`src/rtl/tfifo_counted_pkg.sv`:
```
// Shared helpers for the counted transparent FIFO: width and pointer-wrap math.
package tfifo_counted_pkg;

  // Bit width needed to hold values 0..n-1, never less than one bit.
  function automatic int unsigned clog2_min1(input int unsigned n);
    return (n <= 2) ? 1 : $clog2(n);
  endfunction

  // Advance a circular-buffer pointer, wrapping to 0 after depth-1 (any depth).
  function automatic int unsigned ptr_inc(input int unsigned ptr, input int unsigned depth);
    return (ptr == depth - 1) ? 0 : ptr + 1;
  endfunction

endpackage

```
`src/rtl/tfifo_counted_inner.sv`:
```
// Elastic circular buffer with occupancy count and registered almost_full.
module elastic_fifo_inner_counted
  import tfifo_counted_pkg::*;
#(
  parameter int unsigned DATA_TYPE    = 32,
  parameter int unsigned NUM_SLOTS    = 2,
  parameter int unsigned AF_THRESHOLD = NUM_SLOTS - 1
) (
  input  logic                                    clk,
  input  logic                                    rst,
  input  logic [DATA_TYPE-1:0]                    ins,
  input  logic                                    ins_valid,
  output logic                                    ins_ready,
  output logic [DATA_TYPE-1:0]                    outs,
  output logic                                    outs_valid,
  input  logic                                    outs_ready,
  output logic [clog2_min1(NUM_SLOTS+1)-1:0]      count,
  output logic                                    almost_full
);

  localparam int unsigned CW = clog2_min1(NUM_SLOTS + 1);
  localparam int unsigned PW = clog2_min1(NUM_SLOTS);

  logic [DATA_TYPE-1:0] mem_q [NUM_SLOTS];
  logic [PW-1:0]        rd_ptr_q, rd_ptr_d;
  logic [PW-1:0]        wr_ptr_q, wr_ptr_d;
  logic [CW-1:0]        count_q, count_d;
  logic                 af_q, af_d;
  logic                 empty, full, enq, deq;

  // Handshake flags and head-of-queue view.
  always_comb begin
    empty      = (count_q == '0);
    full       = (count_q == CW'(NUM_SLOTS));
    ins_ready  = !full || outs_ready;
    outs_valid = !empty;
    outs       = mem_q[rd_ptr_q];
    enq        = ins_valid && ins_ready;
    deq        = !empty && outs_ready;
  end

  // Next pointers, occupancy and almost_full from the enq/deq pair.
  always_comb begin
    rd_ptr_d = deq ? PW'(ptr_inc(32'(rd_ptr_q), NUM_SLOTS)) : rd_ptr_q;
    wr_ptr_d = enq ? PW'(ptr_inc(32'(wr_ptr_q), NUM_SLOTS)) : wr_ptr_q;
    count_d  = count_q;
    case ({enq, deq})
      2'b10:   count_d = count_q + CW'(1);
      2'b01:   count_d = count_q - CW'(1);
      default: count_d = count_q;
    endcase
    af_d = (count_d >= CW'(AF_THRESHOLD));
  end

  // Control state; reset drops every stored token at once.
  always_ff @(posedge clk or posedge rst) begin
    if (rst) begin
      rd_ptr_q <= '0;
      wr_ptr_q <= '0;
      count_q  <= '0;
      af_q     <= 1'b0;
    end else begin
      rd_ptr_q <= rd_ptr_d;
      wr_ptr_q <= wr_ptr_d;
      count_q  <= count_d;
      af_q     <= af_d;
    end
  end

  // Payload storage, not reset; writes are suppressed while rst is held.
  always_ff @(posedge clk) begin
    if (enq && !rst) mem_q[wr_ptr_q] <= ins;
  end

  assign count       = count_q;
  assign almost_full = af_q;

endmodule

```
`src/rtl/tfifo_counted.sv`:
```
// Transparent data FIFO: optional zero-latency bypass around a counted buffer.
module tfifo_counted
  import tfifo_counted_pkg::*;
#(
  parameter int unsigned DATA_TYPE    = 32,
  parameter int unsigned NUM_SLOTS    = 2,
  parameter int unsigned BYPASS_EN    = 1,
  parameter int unsigned AF_THRESHOLD = NUM_SLOTS - 1
) (
  input  logic                               clk,
  input  logic                               rst,
  input  logic [DATA_TYPE-1:0]               ins,
  input  logic                               ins_valid,
  output logic                               ins_ready,
  output logic [DATA_TYPE-1:0]               outs,
  output logic                               outs_valid,
  input  logic                               outs_ready,
  output logic [clog2_min1(NUM_SLOTS+1)-1:0] count,
  output logic                               almost_full
);

  logic [DATA_TYPE-1:0] buf_outs;
  logic                 buf_in_valid;
  logic                 buf_outs_valid;

  elastic_fifo_inner_counted #(
    .DATA_TYPE   (DATA_TYPE),
    .NUM_SLOTS   (NUM_SLOTS),
    .AF_THRESHOLD(AF_THRESHOLD)
  ) u_buf (
    .clk        (clk),
    .rst        (rst),
    .ins        (ins),
    .ins_valid  (buf_in_valid),
    .ins_ready  (ins_ready),
    .outs       (buf_outs),
    .outs_valid (buf_outs_valid),
    .outs_ready (outs_ready),
    .count      (count),
    .almost_full(almost_full)
  );

  if (BYPASS_EN != 0) begin : g_bypass
    // Buffer-side valid is masked when the token goes straight through, so the
    // inner enq equals ins_valid & ins_ready & (!outs_ready | !empty).
    always_comb begin
      buf_in_valid = ins_valid && (!outs_ready || buf_outs_valid);
      outs_valid   = ins_valid || buf_outs_valid;
      outs         = buf_outs_valid ? buf_outs : ins;
    end
  end else begin : g_elastic
    // Plain elastic path: every token is stored, no ins->outs combinational path.
    always_comb begin
      buf_in_valid = ins_valid;
      outs_valid   = buf_outs_valid;
      outs         = buf_outs;
    end
  end

endmodule

```
`config.mk`:
```
export PLATFORM = sky130hd
export DESIGN_NAME = tfifo_counted
export DESIGN_NICKNAME = d
export VERILOG_FILES = /design/src/rtl/tfifo_counted_pkg.sv /design/src/rtl/tfifo_counted_inner.sv /design/src/rtl/tfifo_counted.sv
export SDC_FILE = /design/constraint.sdc
export NUM_CORES = 1
export LEC_CHECK = 0
export CORE_AREA = 2 2 76 107
export DETAILED_ROUTE_END_ITERATION = 7
export DIE_AREA = 0 0 78 109
export GPL_TIMING_DRIVEN = 0
export PLACE_DENSITY_LB_ADDON = 0.08
export SLEW_MARGIN = 5
export SYNTH_ARGS = -nofsm -noshare
export SYNTH_HDL_FRONTEND = slang
export SYNTH_SLANG_ARGS = --single-unit
```
`constraint.sdc`:
```
create_clock -name clk -period 6.6 [get_ports clk]
set_clock_uncertainty 0.2 [all_clocks]
set_input_delay 1.32 -clock clk [delete_from_list [all_inputs] [get_ports clk]]
set_output_delay 1.32 -clock clk [all_outputs]
set_load 0.005 [all_outputs]
```
# After elaboration in Yosys (flattened, before gate mapping)
# Memories as Yosys holds them, arrays and structs flattened.
# Cells that the tools add are included.
# Widths: inputs -> output; s select.
totals:
  ff_bits: 5
  ramBits: 64
  word_cells: 31
  memories: 1
mem_list:
  columns: ["name", "words", "word_bits", "rd", "rd_clocked_by_memory_dff", "write_ports", "line_no", "rtl"]
  rows:
  - ["u_buf.mem_q", 2, 32, 1, 0, 1, "tfifo_counted_inner.sv:24", "logic [DATA_TYPE-1:0] mem_q [NUM_SLOTS];"]
classes:
  add_sub_neg: 4
  magnitude_cmp: 1
  eq_ne: 3
  mux: 6
  n_reduce_logical: 12
ops:
  columns: ["op", "count"]
  rows:
  - ["$mux 32", 1]
  - ["$eq 2x2->1 const B", 2]
  - ["$logic_and 1x1->1", 4]
  - ["$logic_not 1->1", 4]
  - ["$mux 1", 4]
  - ["$pmux 2 s2", 1]
  - ["$logic_or 1x1->1", 3]
  - ["$add 1x1->1 const B", 2]
  - ["$add 2x1->2 const B", 1]
  - ["$eq 2x1->1 const B", 1]
  - ["$ge 2x1->1 const B", 1]
  - ["$logic_not 2->1", 1]
  - ["$sub 2x1->2 const B", 1]

# Longest topological paths before layout
# Gate-level depths: netlist (run 1).
logic_depth:
  depth_word: 8
  ltp_mapped: 7

# Cells and area by module
# From an unflattened synthesis (run 1), not the netlist that was laid out.
hier_totals:
  cells_unflattened: 162
  area_unflattened_um2: 3130.5
by_module_without_submodules:
  columns: ["module", "instances", "cells_each", "area_each_um2", "seq_area_each_um2"]
  rows:
  - ["elastic_fifo_inner_counted", 1, 123, 2576.2, 2047.0]
  - ["tfifo_counted", 1, 39, 554.3, 0.0]

# Least setup slack after synthesis (run 1)
# Ideal clock, no wire load.
synth_path:
  kind: "input-to-reg"
  startpoint: "input outs_ready"
  endpoint: "memory u_buf.mem_q[1][0], enable pin"
  setup_ns: 0.468
  arrival_ns: 3.973
  path_slack_ns: 1.959
  cell_stages: 3
  path_buffers: 0
  cell_sequence: "xnor2_2 o21ai_4 nor3b_1"
synth_between:
  elab_chain_len: 7
  word_cells_on_any_way: 8
synth_rtl:
  columns: ["item", "line_no", "rtl"]
  rows:
  - ["start, declared", "tfifo_counted.sv:17", "input logic outs_ready,"]
  - ["$logic_not 1->1", "tfifo_counted.sv:47", "buf_in_valid = ins_valid && (!outs_ready || buf_outs_valid);"]
  - ["$logic_or 1x1->1", "tfifo_counted.sv:47", null]
  - ["$logic_and 1x1->1", "tfifo_counted.sv:47", null]
  - ["$logic_and 1x1->1 (*)", "tfifo_counted_inner.sv:38", "enq = ins_valid && ins_ready;"]
  - ["$logic_and 1x1->1 (*)", "tfifo_counted_inner.sv:72", "if (enq && !rst) mem_q[wr_ptr_q] <= ins;"]
  - ["$mux 1 (*)", "tfifo_counted_inner.sv:72", null]
  - ["$mux 1 (implied by the code) (*)", "tfifo_counted_inner.sv:72", null]
  - ["end, declared", "tfifo_counted_inner.sv:24", null]
# Mark *: on every way between the ends. The rest lies on a longest branch, timed or not.

# Worst setup path after layout (run 1)
layout_path:
  startpoint: "input ins_valid"
  endpoint: "output outs_valid"
layout_between:
  elab_chain_len: 1
layout_rtl:
  columns: ["item", "line_no", "rtl"]
  rows:
  - ["start, declared", "tfifo_counted.sv:13", "input logic ins_valid,"]
  - ["$logic_or 1x1->1", "tfifo_counted.sv:48", "outs_valid = ins_valid || buf_outs_valid;"]
  - ["end, declared", "tfifo_counted.sv:16", "output logic outs_valid,"]
# Every way passes these cells.

==> flow_metrics.env, run 1 <==
export IMPL_status="completed"
export IMPL_ios=73
export IMPL_cts_tree="yes"
export IMPL_cts_root_buffer="clkbuf_8"
export IMPL_max_cap_viol_count=0
export IMPL_clk_pin_slew_ns=0.06
export IMPL_drc_errors=0
export IMPL_syn_area_per_cell_um2=14.9
export IMPL_startpoint_type="input port"
export IMPL_core_um2=7610
export IMPL_clockBufferDepth=2
export IMPL_synth_top_cells_by_area="edfxtp_1 (65%), mux2i_1 (11%), dfrtp_1 (4.2%)"
export IMPL_synth_area_um2=2960
export IMPL_cp_required_ns=5.08
export IMPL_drv_slew=0
export IMPL_hold_viol=0
export IMPL_ys_warn_count=0
export IMPL_p_leak_nw=1.45
export IMPL_p_per_area_nw_per_um2=418
export IMPL_relSlewSlack_pct=58.7
export IMPL_grt_overflow=0
export IMPL_syn_nets=236
export IMPL_drive_gt1_share_pct=12.0
export IMPL_grt_total_usage_pct=14.5
export IMPL_final_common_cell="clkdlybuf4s50_1"
export IMPL_setup_viol=0
export IMPL_path_cells="clkdlybuf4s50_1 > or3_1 > clkdlybuf4s50_1"
export IMPL_grt_pass1_vias=1889
export IMPL_n_antenna_cell=0
export IMPL_synth_seq_cells=69
export IMPL_clkLatencyLatePin_ns=0.34
export IMPL_start_util_pct=38.9
export IMPL_path_class="in -> out"
export IMPL_cpLargestDelayFamily="buffers and inverters"
export IMPL_crit_buf_inv=2
export IMPL_clkSinkCount=69
export IMPL_cpMostUsedCell="clkdlybuf4s50_1"
export IMPL_crit_slowest_cell="clkdlybuf4s50_1"
export IMPL_yosysTopAreaCell="edfxtp_1"
export IMPL_cts_buffers=9
export IMPL_final_cell_mix="clkdlybuf4s50_1 (72), edfxtp_1 (64), nand2_1 (33)"
export IMPL_htreeDepth=3
export IMPL_rsz0062_at_grt="false"
export IMPL_slowest_delay_ns=0.45
export IMPL_grt_max_degree=11
export IMPL_grt_pass1_wl_um=9120
export IMPL_first_iter_violations=71
export IMPL_routed_wl_um=5760
export IMPL_ys_types=23
export IMPL_cts_resized=0
export IMPL_endpoint_kind="output pin"
export IMPL_min_period_ns=4.12
export IMPL_yosys_most_used_dff="edfxtp_1"
export IMPL_async_flop_share_pct=7.25
export IMPL_instances_no_fill=392
export IMPL_antenna_found_initial=0
export IMPL_finalCritPeriodShare_pct=62.4
export IMPL_worstMarginPinSlew_ns=0.616
export IMPL_drt_wirelength_per_cell_um=14.7
export IMPL_via_count=1852
export IMPL_dieHeight_um=109
export IMPL_hp_class="reg -> reg"
export IMPL_synth_top_cell_area_share_pct=65.0
export IMPL_hpwl_um=4060
export IMPL_synth_yosys_seq_area_share_pct=69.2
export IMPL_antenna_left=0
export IMPL_netlist_instances=199
export IMPL_ir_drop_uv=215
export IMPL_synthToLayoutAreaGrowth_pct=36.8
export IMPL_firstDrtPassIters=4
export IMPL_max_freq_mhz=243
export IMPL_die_w_um=78
export IMPL_whs_ns=0.316
export IMPL_io_buffers=72
export IMPL_vias_per_cell=4.72
export IMPL_crit_arrival_ns=2.60
export IMPL_die_area_um2=8500
export IMPL_dp_cells=377
export IMPL_cp_max_fo=2
export IMPL_place_congestion=0.692
export IMPL_total_power_mw=1.69
export IMPL_nets=325
export IMPL_postCtsHoldBufs=0
export IMPL_synth_edf_count=64
export IMPL_rows=38
export IMPL_post_cts_buffers=0
## layout make-up
class | count | area, um2
inverter | 1 | 3.75
clock buffer | 12 | 135
tap | 100 | 125
buffer | 13 | 135
multi-input combinational | 116 | 781
sequential | 69 | 2050
clock inverter | 3 | 37.5
fill | 671 | 3560
timing repair buffer | 78 | 781
## worst register-to-register path, cell delays in order, from the launching register on
cell     delay (ns)
dfrtp_1        0.39
buf_6          0.15
xnor2_2        0.17
o21ai_4        0.10
nor3b_2        0.51
buf_6          0.24
buf_4          0.22
## routing by layer
layer / vias to the layer above / wire (um) / GRT usage, %
met3: 10 / 286 / 4.88
met2: 63 / 2890 / 23.7
met1: 876 / 2480 / 17.1
met4: 0 / 97 / 7.52
li1: 903 / - / -
met5: - / 0 / 0
## cells in the mapped netlist, types with 2 or more instances
| master | n |
|---|---|
| buf_6 | 11 |
| dfrtp_1 | 5 |
| edfxtp_1 | 64 |
| mux2i_1 | 32 |
| nand2_1 | 33 |
| nor2_1 | 3 |
| o21ai_0 | 25 |
| o21ai_1 | 7 |
| xnor2_1 | 4 |
| xor2_1 | 2 |
## final timing paths
kind | from | to | slack (ns) | cells past startpoint
min reg2reg | u_buf.wr_ptr_q$_DFFE_PP0P_ | u_buf.wr_ptr_q$_DFFE_PP0P_ | 0.32 | 1
max in group asynchronous | rst | u_buf.wr_ptr_q$_DFFE_PP0P_ | 4.96 | 2
max | ins_valid | outs_valid | 2.48 | 3
min | u_buf.wr_ptr_q$_DFFE_PP0P_ | u_buf.wr_ptr_q$_DFFE_PP0P_ | 0.32 | 1
max reg2reg | u_buf.count[1]$_DFF_PP0_ | u_buf.mem_q[1][19]$_DFFE_PP_ | 4.32 | 6
min in group asynchronous | rst | u_buf.almost_full$_DFF_PP0_ | 1.07 | 2
## cell families after synthesis
logic type	count (synthesis)	synth area share [%]
adders and majority gates	1	0.423
xor gates and xnor gates	7	2.33
and+or+nand+nor	42	6.09
AOI/OAI and AO/OA	34	6.39
muxes	32	10.8
buffers and inverters	14	4.70
DFF	69	69.2
## stage by stage
step | TNS (ns) | util (%) | setup slack (ns) | cell area [um2]
final | 0 | 53.2 | 2.48 | 4050
after global routing | 0 | 53.2 | 2.41 | 4050
after CTS | 0 | 53.2 | 2.47 | 4050
after detailed placement | 0 | 50.9 | 2.47 | 3870
after global placement | -5.63 | 50.0 | -0.177 | 3800
after floorplan | 0 | - | 1.96 | 2960
## where the power goes
group          total [mW]  internal (mW)  leakage (nW)  switching [mW]
Combinational       0.807          0.460         0.725           0.348
Clock               0.312          0.170        0.0855           0.142
Sequential          0.569          0.551         0.642          0.0185
## sequential cells by signal, indices dropped and copies added, names as in the netlist
register	cells
u_buf.mem_q	64
u_buf.count	2
u_buf.almost_full	1
u_buf.rd_ptr_q	1
u_buf.wr_ptr_q	1
(Power assumes the default switching activity.)
==> run 2, diff against run 1 <==
==> constraint.sdc (replaced) <==
create_clock -name clk -period 3.45 [get_ports clk]
set_clock_uncertainty 0.2 [all_clocks]
set_input_delay 0.69 -clock clk [delete_from_list [all_inputs] [get_ports clk]]
set_output_delay 0.69 -clock clk [all_outputs]
set_load 0.005 [all_outputs]
==> flow_metrics.env, run 2 (synthesis gave the netlist of run 1 again) <==
export IMPL_cpMostUsedCell="buf_6"
export IMPL_clk_pin_slew_ns=0.07
export IMPL_whs_ns=0.354
export IMPL_n_antenna_cell=0
export IMPL_p_per_area_nw_per_um2=786
export IMPL_finalCritPeriodShare_pct=85.0
export IMPL_cts_buffers=9
export IMPL_top_layer_used="met4"
export IMPL_hp_start="u_buf.wr_ptr_q$_DFFE_PP0P_"
export IMPL_first_iter_violations=88
export IMPL_status="completed"
export IMPL_crit_arrival_ns=2.04
export IMPL_postCtsHoldBufs=0
export IMPL_firstDrtPassIters=6
export IMPL_grt_overflow=0
export IMPL_rsz0062_at_grt="false"
export IMPL_via_count=1859
export IMPL_routed_wl_um=5730
export IMPL_synthToLayoutAreaGrowth_pct=38.0
export IMPL_start_util_pct=38.9
export IMPL_cts_root_buffer="clkbuf_8"
export IMPL_place_congestion=0.690
export IMPL_die_area_um2=8500
export IMPL_relSlewSlack_pct=65.8
export IMPL_antenna_found_initial=0
export IMPL_r2r_start="u_buf.count[1]$_DFF_PP0_"
export IMPL_clkSinkCount=69
export IMPL_dieHeight_um=109
export IMPL_post_route_cell_area_um2=4080
export IMPL_hp_class="reg -> reg"
export IMPL_max_freq_mhz=341
export IMPL_ir_drop_uv=405
export IMPL_slowest_delay_ns=0.55
export IMPL_grt_pass1_vias=1844
export IMPL_wl_met3_um=283
export IMPL_rows=38
export IMPL_drc_errors=0
export IMPL_endpoint_kind="output pin"
export IMPL_crit_start="u_buf.count[0]$_DFF_PP0_"
export IMPL_drt_wirelength_per_cell_um=14.6
export IMPL_cp_max_fo=10
export IMPL_antenna_left=0
export IMPL_cp_required_ns=2.56
export IMPL_core_um2=7610
export IMPL_cpLargestDelayFamily="buffers and inverters"
export IMPL_hold_viol=0
export IMPL_crit_slowest_cell="clkdlybuf4s50_1"
export IMPL_die_w_um=78
export IMPL_io_buffers=72
export IMPL_grt_max_degree=16
export IMPL_final_cell_mix="clkdlybuf4s50_1 (72), edfxtp_1 (64), nand2_1 (33)"
export IMPL_clkLatencyLatePin_ns=0.35
export IMPL_largest_reg_flops=64
export IMPL_total_power_mw=3.21
export IMPL_final_common_cell="clkdlybuf4s50_1"
export IMPL_nets=323
export IMPL_grt_pass1_wl_um=9430
export IMPL_regMostFlops="u_buf.mem_q"
export IMPL_path_cells="buf_6 > nor2_4 > buf_6 > buf_6 > nand2_1 > o21ai_0 > clkdlybuf4s50_1"
export IMPL_startpoint_type="flip-flop"
export IMPL_setup_viol=0
export IMPL_cts_resized=0
export IMPL_drv_slew=0
export IMPL_htreeDepth=3
export IMPL_p_leak_nw=1.46
export IMPL_min_period_ns=2.93
export IMPL_place_area_um2=3920
export IMPL_clockBufferDepth=2
export IMPL_wl_met1_um=2520
export IMPL_worstMarginPinSlew_ns=0.512
export IMPL_max_cap_viol_count=0
export IMPL_dr_wl_met2_um=2790
export IMPL_drive_gt1_share_pct=12.4
export IMPL_path_class="reg -> out"
export IMPL_post_cts_buffers=0
export IMPL_hpwl_um=3970
export IMPL_cts_tree="yes"
export IMPL_vias_per_cell=4.75
export IMPL_grt_total_usage_pct=14.9
export IMPL_ios=73
export IMPL_crit_buf_inv=4
[run 2: cell type report]
class | instances | area, um2
well taps | 100 | 125
plain buffers | 13 | 135
inverters | 1 | 3.75
fillers | 681 | 3530
multi-input cells | 116 | 793
repair buffers | 76 | 818
clock inverters | 6 | 30.0
clock buffers | 10 | 128
flip-flops and latches | 69 | 2050
[run 2: where the power goes]
part           switching (mW)  internal [mW]
sequential             0.0371           1.05
combinational           0.680          0.902
clock                   0.285          0.252
total                    1.00           2.21
[run 2: worst reg2reg max path: cells and delay by family, from the launching register on]
kind / cells / cell delay [ns]
AOI/OAI and AO/OA: 1 / 0.11
xor gates and xnor gates: 1 / 0.17
and+or+nand+nor: 1 / 0.47
DFF: 1 / 0.39
buffers and inverters: 3 / 0.51
[run 2: per-layer routing]
layer,up-vias,global-route usage [%]
met2,62,23.6
met3,11,4.06
met1,884,18.4
met4,0,8.65
li1,902,-
met5,-,0
[run 2: metrics by stage]
stage	cells	setup TNS, ns	worst slack [ns]	util (%)
floorplan	199	0	0.566	-
global placement	371	-50.39	-0.813	50.1
detailed placement	375	0	0.573	51.6
CTS	391	0	0.458	53.6
global route	391	0	0.389	53.6
finish	391	0	0.516	53.6
[run 2: path summary, 6_finish.rpt]
kind	end	slack (ns)	cells after the start
hold / removal	u_buf.wr_ptr_q$_DFFE_PP0P_	0.35	1
setup / recovery	outs[8]	0.52	7
max in group asynchronous	u_buf.count[1]$_DFF_PP0_	2.35	2
setup reg to reg	u_buf.mem_q[1][20]$_DFFE_PP_	1.31	6
hold reg to reg	u_buf.wr_ptr_q$_DFFE_PP0P_	0.35	1
min in group asynchronous	u_buf.wr_ptr_q$_DFFE_PP0P_	0.51	2
==> run 3, diff against run 2 <==
--- a/config.mk
+++ b/config.mk
@@ -5,6 +5,8 @@
 export SDC_FILE = /design/constraint.sdc
 export NUM_CORES = 1
 export LEC_CHECK = 0
+export ABC_CLOCK_PERIOD_IN_PS = 3450
+export CAP_MARGIN = 20
 export CORE_AREA = 2 2 76 107
 export DETAILED_ROUTE_END_ITERATION = 7
 export DIE_AREA = 0 0 78 109
==> flow_metrics.env, run 3 (synthesis gave the netlist of run 1 again) <==
export IMPL_grt_overflow=0
export IMPL_p_leak_nw=1.46
export IMPL_grt_pass1_wl_um=9360
export IMPL_path_class="reg -> out"
export IMPL_hold_depth=1
export IMPL_rsz0062_at_grt="false"
export IMPL_start_util_pct=38.9
export IMPL_regMostFlops="u_buf.mem_q"
export IMPL_hpwl_um=3960
export IMPL_setup_tns_final_ns=0
export IMPL_postCtsHoldBufs=0
export IMPL_endpoint_kind="output pin"
export IMPL_hp_start="u_buf.wr_ptr_q$_DFFE_PP0P_"
export IMPL_cp_required_ns=2.56
export IMPL_max_cap_viol_count=0
export IMPL_die_area_um2=8500
export IMPL_antenna_found_initial=0
export IMPL_drt_wirelength_per_cell_um=14.7
export IMPL_dieHeight_um=109
export IMPL_seqPwrFrac_pct=34.0
export IMPL_io_buffers=72
export IMPL_status="completed"
export IMPL_internal_power_mw=2.21
export IMPL_multi_input_area_um2=793
export IMPL_grt_total_usage_pct=14.8
export IMPL_clkLatencyLatePin_ns=0.34
export IMPL_core_um2=7610
export IMPL_nets=323
export IMPL_worstMarginPinSlew_ns=0.519
export IMPL_startpoint_type="flip-flop"
export IMPL_swShare_pct=31.2
export IMPL_crit_arrival_ns=2.05
export IMPL_grt_pass1_vias=1879
export IMPL_firstDrtPassIters=4
export IMPL_min_period_ns=2.94
export IMPL_antenna_left=0
export IMPL_relSlewSlack_pct=65.4
export IMPL_die_w_um=78
export IMPL_holdPathEnd="u_buf.wr_ptr_q$_DFFE_PP0P_"
export IMPL_place_congestion=0.690
export IMPL_post_cts_buffers=0
export IMPL_drc_errors=0
export IMPL_vias_per_cell=4.73
export IMPL_nFillCells=688
export IMPL_rows=38
export IMPL_routed_wl_um=5760
export IMPL_first_iter_violations=84
export IMPL_finalCritPeriodShare_pct=85.3
export IMPL_largest_reg_flops=64
export IMPL_synthToLayoutAreaGrowth_pct=38.0
export IMPL_cts_root_buffer="clkbuf_8"
export IMPL_r2r_end="u_buf.mem_q[1][26]$_DFFE_PP_"
export IMPL_r2r_start="u_buf.count[1]$_DFF_PP0_"
export IMPL_p_sw_mw=1.00
export IMPL_final_cell_mix="clkdlybuf4s50_1 (72), edfxtp_1 (64), nand2_1 (33)"
export IMPL_grt_max_degree=16
export IMPL_drive_gt1_share_pct=12.4
export IMPL_p_per_area_nw_per_um2=786
export IMPL_htreeDepth=3
export IMPL_cts_resized=0
export IMPL_clk_pin_slew_ns=0.07
export IMPL_area_sequential_um2=2050
export IMPL_p_comb_share_pct=49.3
export IMPL_r2r_slack_ns=1.31
export IMPL_via_count=1849
export IMPL_setup_viol=0
export IMPL_ios=73
export IMPL_hold_viol=0
export IMPL_ir_drop_uv=389
export IMPL_cts_buffers=9
export IMPL_n_antenna_cell=0
export IMPL_max_freq_mhz=340
export IMPL_clockBufferDepth=2
export IMPL_post_route_cell_area_um2=4080
export IMPL_worstRegToRegCells=6
export IMPL_hp_class="reg -> reg"
export IMPL_place_area_um2=3920
export IMPL_cp_max_fo=10
export IMPL_p_clk_share_pct=16.7
export IMPL_clkSinkCount=69
export IMPL_final_common_cell="clkdlybuf4s50_1"
export IMPL_cts_tree="yes"
export IMPL_drv_slew=0
==> run 3: cell counts in the layout (fill, tap and decap cells not counted) <==
No cell type changed its count.
==> run 3: per-layer routing <==
metal  track usage, %  vias up  share of wire, %
met5                0        -                 0
met4             8.65        0               2.4
met3             4.14       11               4.6
met2             24.4       55                49
met1             17.4      883                44
li1                 -      900                 -
==> run 3: cell type report <==
| class | instances | share of cell area [%] |
|---|---|---|
| repair buffers | 76 | 20.1 |
| well taps | 100 | 3.07 |
| inverters | 1 | 0.0920 |
| flip-flops and latches | 69 | 50.2 |
| clock inverters | 6 | 0.736 |
| multi-input cells | 116 | 19.4 |
| clock buffers | 10 | 3.13 |
| plain buffers | 13 | 3.31 |
==> run 3: worst max-delay path by stage <==
stage | startpoint | to | slack (ns) | depth (start not counted)
after global placement | outs_ready | u_buf.mem_q[1][20]$_DFFE_PP_ | -0.81 | 4
after floorplan | outs_ready | u_buf.mem_q[1][0]$_DFFE_PP_ | 0.57 | 3
after global routing | u_buf.count[0]$_DFF_PP0_ | outs[8] | 0.37 | 5
after CTS | u_buf.count[0]$_DFF_PP0_ | outs[22] | 0.46 | 7
final | u_buf.count[0]$_DFF_PP0_ | outs[8] | 0.51 | 5
after detailed placement | ins_valid | outs_valid | 0.57 | 3
==> run 3: stage by stage <==
stage	utilization (%)	setup slack, ns	hold slack (ns)	total power, mW	std cells
after global routing	53.6	0.373	0.395	3.41	391
after CTS	53.6	0.464	0.361	3.26	391
final	53.6	0.507	0.353	3.21	391
after detailed placement	51.6	0.570	0.346	2.71	375
after global placement	50.1	-0.813	0.308	2.66	371
after floorplan	-	0.566	0.269	1.92	199
==> run 3: worst max-delay path, stage by stage, from the launching register on <==
cell             delay (ns)
dfrtp_1                0.40
buf_6                  0.15
nor2_4                 0.12
clkbuf_1               0.35
o21ai_0                0.21
clkdlybuf4s50_1        0.48
==> run 3: power by group through the flow <==
stage / sequential (mW) / clock (mW) / combinational, mW
floorplan: 1.11 / 0 / 0.812
global placement: 1.11 / 0 / 1.55
detailed placement: 1.11 / 0 / 1.60
CTS: 1.09 / 0.557 / 1.61
global route: 1.10 / 0.586 / 1.72
finish: 1.09 / 0.536 / 1.58
